<file path="config.mk">
export PLATFORM = sky130hd
export DESIGN_NAME = alu_exec
export DESIGN_NICKNAME = d
export VERILOG_FILES = /design/src/rtl/alu_exec_pkg.sv /design/src/rtl/muldiv_iter.sv /design/src/rtl/alu_exec.sv
export SDC_FILE = /design/constraint.sdc
export NUM_CORES = 1
export LEC_CHECK = 0
export BUFFER_PORTS_ARGS = -buffer_cell sky130_fd_sc_hd__buf_2
export CORE_ASPECT_RATIO = 0.5
export CORE_MARGIN = 2
export CORE_UTILIZATION = 25
export DETAILED_ROUTE_END_ITERATION = 8
export PLACE_DENSITY = 0.48
export SLEW_MARGIN = 20
export SYNTH_ARGS = -nofsm -noshare
export SYNTH_HDL_FRONTEND = slang
export SYNTH_SLANG_ARGS = --single-unit
export TNS_END_PERCENT = 100
</file>
<file path="constraint.sdc">
create_clock -name i_clk -period 4.54 [get_ports i_clk]
set_input_delay 0.227 -clock i_clk [delete_from_list [all_inputs] [get_ports i_clk]]
set_output_delay 0.227 -clock i_clk [all_outputs]
set_load 0.02 [all_outputs]
</file>
<file path="src/rtl/alu_exec_pkg.sv">
// alu_exec_pkg: shared control encodings, FSM states and ALUOp codes for the execute stage.
package alu_exec_pkg;

    typedef enum logic [4:0] {
        CTRL_ADD    = 5'd0,
        CTRL_SUB    = 5'd1,
        CTRL_AND    = 5'd2,
        CTRL_OR     = 5'd3,
        CTRL_XOR    = 5'd4,
        CTRL_SLT    = 5'd5,
        CTRL_SLL    = 5'd6,
        CTRL_SRL    = 5'd7,
        CTRL_SRA    = 5'd8,
        CTRL_SLTU   = 5'd9,
        CTRL_MUL    = 5'd10,
        CTRL_MULH   = 5'd11,
        CTRL_MULHSU = 5'd12,
        CTRL_MULHU  = 5'd13,
        CTRL_DIV    = 5'd14,
        CTRL_DIVU   = 5'd15,
        CTRL_REM    = 5'd16,
        CTRL_REMU   = 5'd17
    } alu_ctrl_e;

    typedef enum logic [1:0] {
        IDLE = 2'd0,
        HOLD = 2'd1,
        CALC = 2'd2
    } exec_state_e;

    localparam logic [1:0] ALUOP_ADD    = 2'b00;
    localparam logic [1:0] ALUOP_BRANCH = 2'b01;

    function automatic logic is_muldiv(input alu_ctrl_e c);
        return c >= CTRL_MUL;
    endfunction

endpackage

</file>
<file path="src/rtl/muldiv_iter.sv">
// muldiv_iter: XLEN-step shift-add multiplier / restoring divider on magnitudes with sign fix-up.
module muldiv_iter
    import alu_exec_pkg::*;
#(
    parameter int XLEN = 32
) (
    input  logic            i_clk,
    input  logic            i_rst,
    input  logic            i_start,
    input  alu_ctrl_e       i_op,
    input  logic [XLEN-1:0] i_a,
    input  logic [XLEN-1:0] i_b,
    output logic            o_done,
    output logic [XLEN-1:0] o_result
);

    localparam int CW = $clog2(XLEN);

    logic            r_run, r_negq, r_negr;
    logic [CW-1:0]   r_cnt;
    logic [XLEN-1:0] r_hi, r_lo, r_m;
    alu_ctrl_e       r_op;

    logic            w_smul, w_mul, w_na, w_nb;
    logic [XLEN-1:0] w_ma, w_mb, w_nhi, w_nlo;
    logic [XLEN:0]   w_sum, w_shf, w_dif;
    logic [2*XLEN-1:0] w_p, w_pf;

    assign w_smul = i_op inside {CTRL_MUL, CTRL_MULH, CTRL_MULHSU, CTRL_MULHU};
    assign w_mul  = r_op inside {CTRL_MUL, CTRL_MULH, CTRL_MULHSU, CTRL_MULHU};
    assign w_na   = (i_op inside {CTRL_MULH, CTRL_MULHSU, CTRL_DIV, CTRL_REM}) & i_a[XLEN-1];
    assign w_nb   = (i_op inside {CTRL_MULH, CTRL_DIV, CTRL_REM}) & i_b[XLEN-1];
    assign w_ma   = w_na ? -i_a : i_a;
    assign w_mb   = w_nb ? -i_b : i_b;

    // hi:lo is product accumulator (multiplier in lo) or remainder:quotient (dividend in lo)
    assign w_sum = {1'b0, r_hi} + (r_lo[0] ? {1'b0, r_m} : '0);
    assign w_shf = {r_hi, r_lo[XLEN-1]};
    assign w_dif = w_shf - {1'b0, r_m};
    assign w_nhi = w_mul ? w_sum[XLEN:1] : (w_dif[XLEN] ? w_shf[XLEN-1:0] : w_dif[XLEN-1:0]);
    assign w_nlo = w_mul ? {w_sum[0], r_lo[XLEN-1:1]} : {r_lo[XLEN-2:0], ~w_dif[XLEN]};
    assign w_p   = {w_nhi, w_nlo};
    assign w_pf  = r_negq ? -w_p : w_p;

    assign o_done = r_run & (r_cnt == CW'(XLEN-1));

    always_comb begin
        o_result = w_pf[XLEN-1:0];
        case (r_op)
            CTRL_MULH, CTRL_MULHSU, CTRL_MULHU: o_result = w_pf[2*XLEN-1:XLEN];
            CTRL_DIV, CTRL_DIVU:                o_result = r_negq ? -w_nlo : w_nlo;
            CTRL_REM, CTRL_REMU:                o_result = r_negr ? -w_nhi : w_nhi;
            default:                            o_result = w_pf[XLEN-1:0];
        endcase
    end

    always_ff @(posedge i_clk) begin
        if (i_rst) begin
            r_run  <= 1'b0;
            r_cnt  <= '0;
            r_hi   <= '0;
            r_lo   <= '0;
            r_m    <= '0;
            r_op   <= CTRL_MUL;
            r_negq <= 1'b0;
            r_negr <= 1'b0;
        end else if (i_start) begin
            r_run  <= 1'b1;
            r_cnt  <= '0;
            r_hi   <= '0;
            r_lo   <= w_smul ? w_mb : w_ma;
            r_m    <= w_smul ? w_ma : w_mb;
            r_op   <= i_op;
            r_negq <= w_na ^ w_nb;
            r_negr <= w_na;
        end else if (r_run) begin
            r_hi  <= w_nhi;
            r_lo  <= w_nlo;
            r_cnt <= r_cnt + 1'b1;
            r_run <= !o_done;
        end
    end

endmodule

</file>
<file path="src/rtl/alu_exec.sv">
// alu_exec: RISC-V execute stage, decode + ALU with registered valid/ready output.
// Define ALU_EXEC_MULDIV_EN to build the iterative M-extension unit and CALC state.
module alu_exec
    import alu_exec_pkg::*;
#(
    parameter int XLEN = 32
) (
    input  logic            i_clk,
    input  logic            i_rst,
    input  logic            i_valid,
    output logic            o_ready,
    input  logic [1:0]      i_aluop,
    input  logic [2:0]      i_funct3,
    input  logic            i_funct7b5,
    input  logic            i_funct7b0,
    input  logic            i_opb5,
    input  logic [XLEN-1:0] i_a,
    input  logic [XLEN-1:0] i_b,
    output logic            o_valid,
    input  logic            i_ready,
    output logic [XLEN-1:0] o_result,
    output logic            o_zero,
    output logic            o_lt,
    output logic            o_ltu,
    output logic            o_illegal,
    output logic            o_busy
);

    localparam int SW = $clog2(XLEN);

    exec_state_e     r_state, w_state_n;
    logic [XLEN-1:0] r_result;
    logic            r_zero, r_lt, r_ltu, r_ill;

    alu_ctrl_e       w_ctrl;
    logic            w_ill, w_acc, w_md, w_done, w_lt, w_ltu, w_bz, w_ov;
    logic [XLEN-1:0] w_res, w_mdres;
    logic [SW-1:0]   w_sh;

    assign w_acc  = i_valid & o_ready;
    assign w_lt   = $signed(i_a) < $signed(i_b);
    assign w_ltu  = i_a < i_b;
    assign w_sh   = i_b[SW-1:0];
    assign w_bz   = i_b == '0;
    assign w_ov   = (i_a == {1'b1, {(XLEN-1){1'b0}}}) & (i_b == '1);

    assign o_valid   = r_state == HOLD;
    assign o_ready   = (r_state != CALC) & (!o_valid | i_ready);
    assign o_result  = r_result;
    assign o_zero    = r_zero;
    assign o_lt      = r_lt;
    assign o_ltu     = r_ltu;
    assign o_illegal = r_ill;

    always_comb begin
        w_ctrl = CTRL_ADD;
        w_ill  = 1'b0;
        if (i_aluop == ALUOP_BRANCH) begin
            w_ctrl = i_funct3[2] ? (i_funct3[1] ? CTRL_SLTU : CTRL_SLT) : CTRL_SUB;
            w_ill  = i_funct3[2:1] == 2'b01;
        end else if (i_aluop != ALUOP_ADD) begin
            if (i_opb5 & i_funct7b0) begin
`ifdef ALU_EXEC_MULDIV_EN
                w_ctrl = alu_ctrl_e'(5'(CTRL_MUL) + {2'b00, i_funct3});
`else
                w_ill  = 1'b1;
`endif
            end else begin
                case (i_funct3)
                    3'b000:  w_ctrl = (i_funct7b5 & i_opb5) ? CTRL_SUB : CTRL_ADD;
                    3'b001:  begin w_ctrl = CTRL_SLL; w_ill = i_funct7b5; end
                    3'b010:  w_ctrl = CTRL_SLT;
                    3'b011:  w_ctrl = CTRL_SLTU;
                    3'b100:  w_ctrl = CTRL_XOR;
                    3'b101:  w_ctrl = i_funct7b5 ? CTRL_SRA : CTRL_SRL;
                    3'b110:  w_ctrl = CTRL_OR;
                    default: w_ctrl = CTRL_AND;
                endcase
            end
        end
    end

    // divide special cases resolve here so they never enter CALC
    always_comb begin
        w_res = '0;
        case (w_ctrl)
            CTRL_ADD:  w_res = i_a + i_b;
            CTRL_SUB:  w_res = i_a - i_b;
            CTRL_AND:  w_res = i_a & i_b;
            CTRL_OR:   w_res = i_a | i_b;
            CTRL_XOR:  w_res = i_a ^ i_b;
            CTRL_SLT:  w_res = {{(XLEN-1){1'b0}}, w_lt};
            CTRL_SLTU: w_res = {{(XLEN-1){1'b0}}, w_ltu};
            CTRL_SLL:  w_res = i_a << w_sh;
            CTRL_SRL:  w_res = i_a >> w_sh;
            CTRL_SRA:  w_res = $signed(i_a) >>> w_sh;
            CTRL_DIV:  w_res = w_bz ? '1 : (w_ov ? i_a : '0);
            CTRL_DIVU: w_res = '1;
            CTRL_REM:  w_res = w_bz ? i_a : '0;
            CTRL_REMU: w_res = i_a;
            default:   w_res = '0;
        endcase
        if (w_ill) w_res = '0;
    end

`ifdef ALU_EXEC_MULDIV_EN
    assign w_md = is_muldiv(w_ctrl) & !w_ill
                & !(w_bz & (w_ctrl >= CTRL_DIV))
                & !(w_ov & (w_ctrl inside {CTRL_DIV, CTRL_REM}));
    assign o_busy = r_state == CALC;

    muldiv_iter #(.XLEN(XLEN)) u_muldiv (
        .i_clk    (i_clk),
        .i_rst    (i_rst),
        .i_start  (w_acc & w_md),
        .i_op     (w_ctrl),
        .i_a      (i_a),
        .i_b      (i_b),
        .o_done   (w_done),
        .o_result (w_mdres)
    );
`else
    assign w_md    = 1'b0;
    assign w_done  = 1'b0;
    assign w_mdres = '0;
    assign o_busy  = 1'b0;
`endif

    always_comb begin
        w_state_n = r_state;
        if (r_state == CALC) w_state_n = w_done ? HOLD : CALC;
        else if (w_acc)      w_state_n = w_md ? CALC : HOLD;
        else if (i_ready)    w_state_n = IDLE;
    end

    always_ff @(posedge i_clk) begin
        if (i_rst) begin
            r_state  <= IDLE;
            r_result <= '0;
            r_zero   <= 1'b0;
            r_lt     <= 1'b0;
            r_ltu    <= 1'b0;
            r_ill    <= 1'b0;
        end else begin
            r_state <= w_state_n;
            if (w_acc) begin
                r_zero <= i_a == i_b;
                r_lt   <= w_lt;
                r_ltu  <= w_ltu;
                r_ill  <= w_ill;
                if (!w_md) r_result <= w_res;
            end
            if (w_done) r_result <= w_mdres;
        end
    end

endmodule
</file>
Yosys cells after proc, flatten, opt, wreduce, memory -nomap -nowiden
Index checks and enable logic that the tools add are counted.

word-level totals
  flip-flop bits (word level) = 38
  output and inout bits = 39
  word-level logic and storage cells = 78

cells by class
  add/sub/neg operators = 2
  $lt $le $gt $ge = 2
  equality and inequality tests = 27
  shift-type cells = 3
  muxes and demuxes = 20
  bitwise operators = 9
  reduce and logical (&&, ||, !) cells = 8

operators by type and width
  kind                                           count
  case mux 32 bit (14 select lines)              1
  2-to-1 mux 32 bit                              4
  == test 32 bit, second input constant          2
  less-than comparator 32 bit                    2
  adder 32 bit                                   1
  AND 32 bit                                     1
  == test 32 bit                                 1
  zero test 32 bit                               1
  OR 32 bit                                      1
  << shifter 32 x 5 -> 32 bit                    1
  right shift 32 x 5 -> 32 bit                   1
  >>> shifter 32 x 5 -> 32 bit                   1
  subtractor 32 bit                              1
  bitwise XOR 32 bit                             1
  case mux 4 bit (7 select lines)                1
  == test 5 x 3 -> 1 bit, second input constant  4
  == test 5 x 4 -> 1 bit, second input constant  4
  2-to-1 mux 4 bit                               4
  == test 5 x 2 -> 1 bit, second input constant  2
  == test 5 bit, second input constant           2
  2-to-1 mux 5 bit                               2
  == test 3 bit, second input constant           3
  == test 2 x 1 -> 1 bit, second input constant  3
  == test 3 x 2 -> 1 bit, second input constant  2
  14 further kinds                               25

Longest topological paths before layout
  depth in word-level cells = 9
  mapped depth = 16
  depth with buffers taken out = 12

Worst setup path after synthesis
Ideal clock, no wire load.

  path type = in2reg
  start point = in i_b[2]
  end point = reg r_result[25], in the netlist o_result[25]
  data arrival time = 3.990 ns
  data required time = 4.423 ns
  path slack = 0.433 ns
  stages on the path = 16
  buffers on the path = 5
  cell sequence = clkbuf_1 inv_1 buf_1 clkbuf_1 buf_1 ha_1 clkbuf_1 nor3_1 o21ai_1 a2111oi_0 nor4_1 o31ai_1 a21oi_1 xnor2_1 o21ai_1 a22o_1

on the way
  word-level cells in the longest chain between the ends = 6
  elaborated cells on any way between the ends = 13

ends and longest elaborated chain
  item                                                       RTL line         source
  start: declaration                                         alu_exec.sv:18   input logic [XLEN-1:0] i_b,
  branches (longest 4 deep; another with subtractor 32 bit)  n/a
  case mux 32 bit (14 select lines) *                        alu_exec.sv:86   case (w_ctrl)
  2-to-1 mux 32 bit *                                        alu_exec.sv:103  if (w_ill) w_res = '0;
  end signal: assignment                                     alu_exec.sv:151  if (!w_md) r_result <= w_res;
  end signal: assignment                                     alu_exec.sv:153  if (w_done) r_result <= w_mdres;
  end: declaration                                           alu_exec.sv:32   logic [XLEN-1:0] r_result;

Mark *: on every way between the ends.
A chain may end at the register's enable or synchronous reset.

Worst setup path in the final report
  start point = in i_a[7]
  end point = reg r_result[0], in the netlist o_result[0]

on the way
  word-level cells in the longest chain between the ends = 6
  elaborated cells on any way between the ends = 11

ends and longest elaborated chain
  item                                                                 RTL line         source
  start: declaration                                                   alu_exec.sv:17   input logic [XLEN-1:0] i_a,
  branches (longest 4 deep; another with less-than comparator 32 bit)  n/a
  case mux 32 bit (14 select lines) *                                  alu_exec.sv:86
  2-to-1 mux 32 bit *                                                  alu_exec.sv:103

Marked as above.

==> results_dict.tcl <==
set metrics [dict create \
    status "finished clean" \
    cts.reportedPaths.clkPinSlew_ps 60 \
    pin_count 115 \
    min_path_cells 3 \
    ys_ff_latch 38 \
    drt_pass1_iterations 6 \
    worst-path-buf-inv 2 \
    r2r_start "r_state[1]$_SDFFE_PP0P_" \
    min_period_ps 3860 \
    cts_tree "yes" \
    regToRegSetupSlack_ps 1550 \
    globalplace.congestion 0.979 \
    synth_commonest_cells "nor2_1, nand2_1, a21oi_1" \
    grt_max_degree 75 \
    met3_usage 0.0558 \
    worstSetupStartpoint "i_a[7]" \
    power_density_nw_per_um2 195 \
    required_ps 4730 \
    fmax_ghz 0.259 \
    syn_area_um2 10800 \
    yosysUniqueCellTypes 79 \
    vias_per_cell 6.16 \
    postCtsSetupRepairBufs 0 \
    fin_worst_skew_ps 7.96 \
    drc_errors 0 \
    cts.hold.buffers_added 0 \
    finalWirelength_mm 58.6 \
    overflow 0 \
    synth_seq_area_share 0.0707 \
    cp_max_fo 12 \
    finalHoldViolations 0 \
    tns_ps 0 \
    fp.dieW_um 297 \
    met2_usage 0.360 \
    final_nets 1748 \
    synth_nets 1705 \
    wl_per_cell_um 27.3 \
    portBuffers 113 \
    coreArea_um2 42200 \
    synth_most_common_cell "nor2_1" \
    antenna_found_initial 6 \
    cts-root-buf "clkbuf_16" \
    synth_edf_count 0 \
    min_path_type "in2reg" \
    worstSetupStartpointType "input port" \
    rsz0062_at_grt "no" \
    clockBufferDepth 2 \
    async_reset_ff_frac 0 \
    crit_family "compound AO/OA/AOI/OAI gates" \
    detail-route-antenna-nets 0 \
    pre_cts_ws_ps 456 \
    ir_drop_v 0.000117 \
    cts_buffers 5 \
    ys_top_cells_by_area "mux4_2, ha_1, dfxtp_1" \
    cp_common_cell "nor3_1" \
    num_vias 13200 \
    setup_ws_ps 679 \
    worstMarginPinSlew_ps 1060 \
    nFillCells 4712 \
    critical_path_class "in2reg" \
    setup_viol 0 \
    hold_start "i_ready" \
    grt_first_pass_wirelength_mm 84.5 \
    dp_cells 2139 \
    insertion_delay_ps 310 \
    layout-drive-gt1-share 0.159 \
    critPathMaxStageDelay_ps 620 \
    avgSynthCellArea_um2 7.06 \
    first_global_vias 12100 \
    synthCells 1526 \
    hold_end "r_state[0]$_SDFFE_PP0P_" \
    synth_warnings 0 \
    yosysTopAreaCell "mux4_2" \
    met1_usage 0.370 \
    dieArea_um2 44800 \
    grt_usage 0.253 \
    relSlewSlack 0.293 \
    busiest_layer "met1" \
    fp-row-count 53 \
    hpwl_mm 46.3 \
    total_leakage_power_nw 4.95 \
    worstRegToRegCells 9 \
    synth_flop_cell "dfxtp_1" \
    instances_no_fill 2148 \
    start_util 0.255 \
    drt_iter0_drc 2152 \
    slew_violations 0 \
    synth_top_area_share 0.123 \
    end_kind "flop" \
    cap_violations 0 \
    clock_sinks 38 \
    timing.final.crit_share 0.850 \
    die_h_um 151 \
    r2r_end "o_result[29]$_SDFFE_PP0P_" \
    crit_chain "buf_2 > inv_1 > ha_1 > or4_1 > nor3_1 > o31a_1 > o31ai_1 > o211a_1 > o31ai_2 > a311oi_1 > nor3_1 > o21ai_1" \
    h-tree-depth 2 \
    arrival_ps 4050 \
    area_growth_syn_to_layout_pct 12.2 \
    post_cts_resized 0 \
    slowest_stage "or4_1" \
]
-- final cells by class --
type | instances | area [um^2] | share of cell area
tap | 577 | 722 | 0.0597
clock inverter | 2 | 12.5 | 0.00104
antenna | 1 | 2.50 | 0.000207
clock buffer | 6 | 139 | 0.0115
inverter | 102 | 383 | 0.0317
timing repair buffer | 160 | 936 | 0.0775
multi-input combinational | 1262 | 9130 | 0.755
sequential | 38 | 761 | 0.0630
-- metrics by stage --
step / hold WS, ps / power [mW] / instance area (um^2) / util
6_report: 235 / 2.36 / 12100 / 0.286
5_1_grt: 263 / 2.46 / 12100 / 0.286
4_1_cts: 224 / 2.30 / 12100 / 0.286
3_5_place_dp: 451 / 1.91 / 11900 / 0.282
3_3_place_gp: 449 / 1.92 / 11900 / 0.282
2_1_floorplan: 377 / 1.34 / 10800 / -
-- layer usage --
| layer | wire length [um] | up-vias |
|---|---|---|
| li1 | - | 5822 |
| met1 | 26100 | 6442 |
| met2 | 23600 | 849 |
| met3 | 6850 | 120 |
| met4 | 2010 | 4 |
| met5 | 23 | - |
-- tightest hold or removal path, stage by stage --
cell and delay, ps:
buf_2 100, a21o_1 110, a21oi_1 50
-- cells by family (layout without fill, tap and decap cells) --
| group | count (synthesis) | count (layout) | share of synthesized area |
|---|---|---|---|
| compound gates | 541 | 541 | 0.333 |
| xor+xnor | 15 | 15 | 0.0122 |
| fa+ha+maj | 103 | 103 | 0.121 |
| buf+inv | 226 | 270 | 0.0826 |
| flops | 38 | 38 | 0.0707 |
| mux | 114 | 114 | 0.178 |
| other cells | 1 | 2 | 0.000348 |
| simple gates | 488 | 488 | 0.202 |
-- state kept, by name, indices dropped and copies added (netlist names) --
register / count
o_illegal: 1
o_zero: 1
o_ltu: 1
o_result: 32
o_lt: 1
r_state: 2
-- cells in the final DEF, fill, tap and decap left out, drive strengths merged, types with 11 or more instances in the layout --
cell type	n
o211ai	20
o21ai	114
mux4	61
nand2	150
a22oi	18
xnor2	11
buf	160
a211oi	32
nand3	35
nor3	39
o31ai	19
ha	101
nor4	12
o22ai	18
dfxtp	38
o221ai	13
inv	102
a21oi	143
nor2	178
a21o	12
o21bai	12
mux2i	46
a31oi	11
nand4	13
a221oi	29
a22o	11
-- worst max-delay path by stage --
stage | to | slack [ps] | cells after the start
after floorplan | o_result[25]$_SDFFE_PP0P_ | 430 | 16
after global placement | o_result[0]$_SDFFE_PP0P_ | 600 | 12
after detailed placement | o_result[0]$_SDFFE_PP0P_ | 460 | 12
after CTS | o_result[0]$_SDFFE_PP0P_ | 770 | 12
after global routing | o_result[0]$_SDFFE_PP0P_ | 530 | 12
final | o_result[0]$_SDFFE_PP0P_ | 680 | 12
-- report_power, final --
part / switching [mW] / internal (mW)
combinational: 1.05 / 0.523
clock: 0.179 / 0.219
sequential: 0.0274 / 0.360
total: 1.26 / 1.10
No activity file was read; power rests on OpenSTA's default activity.
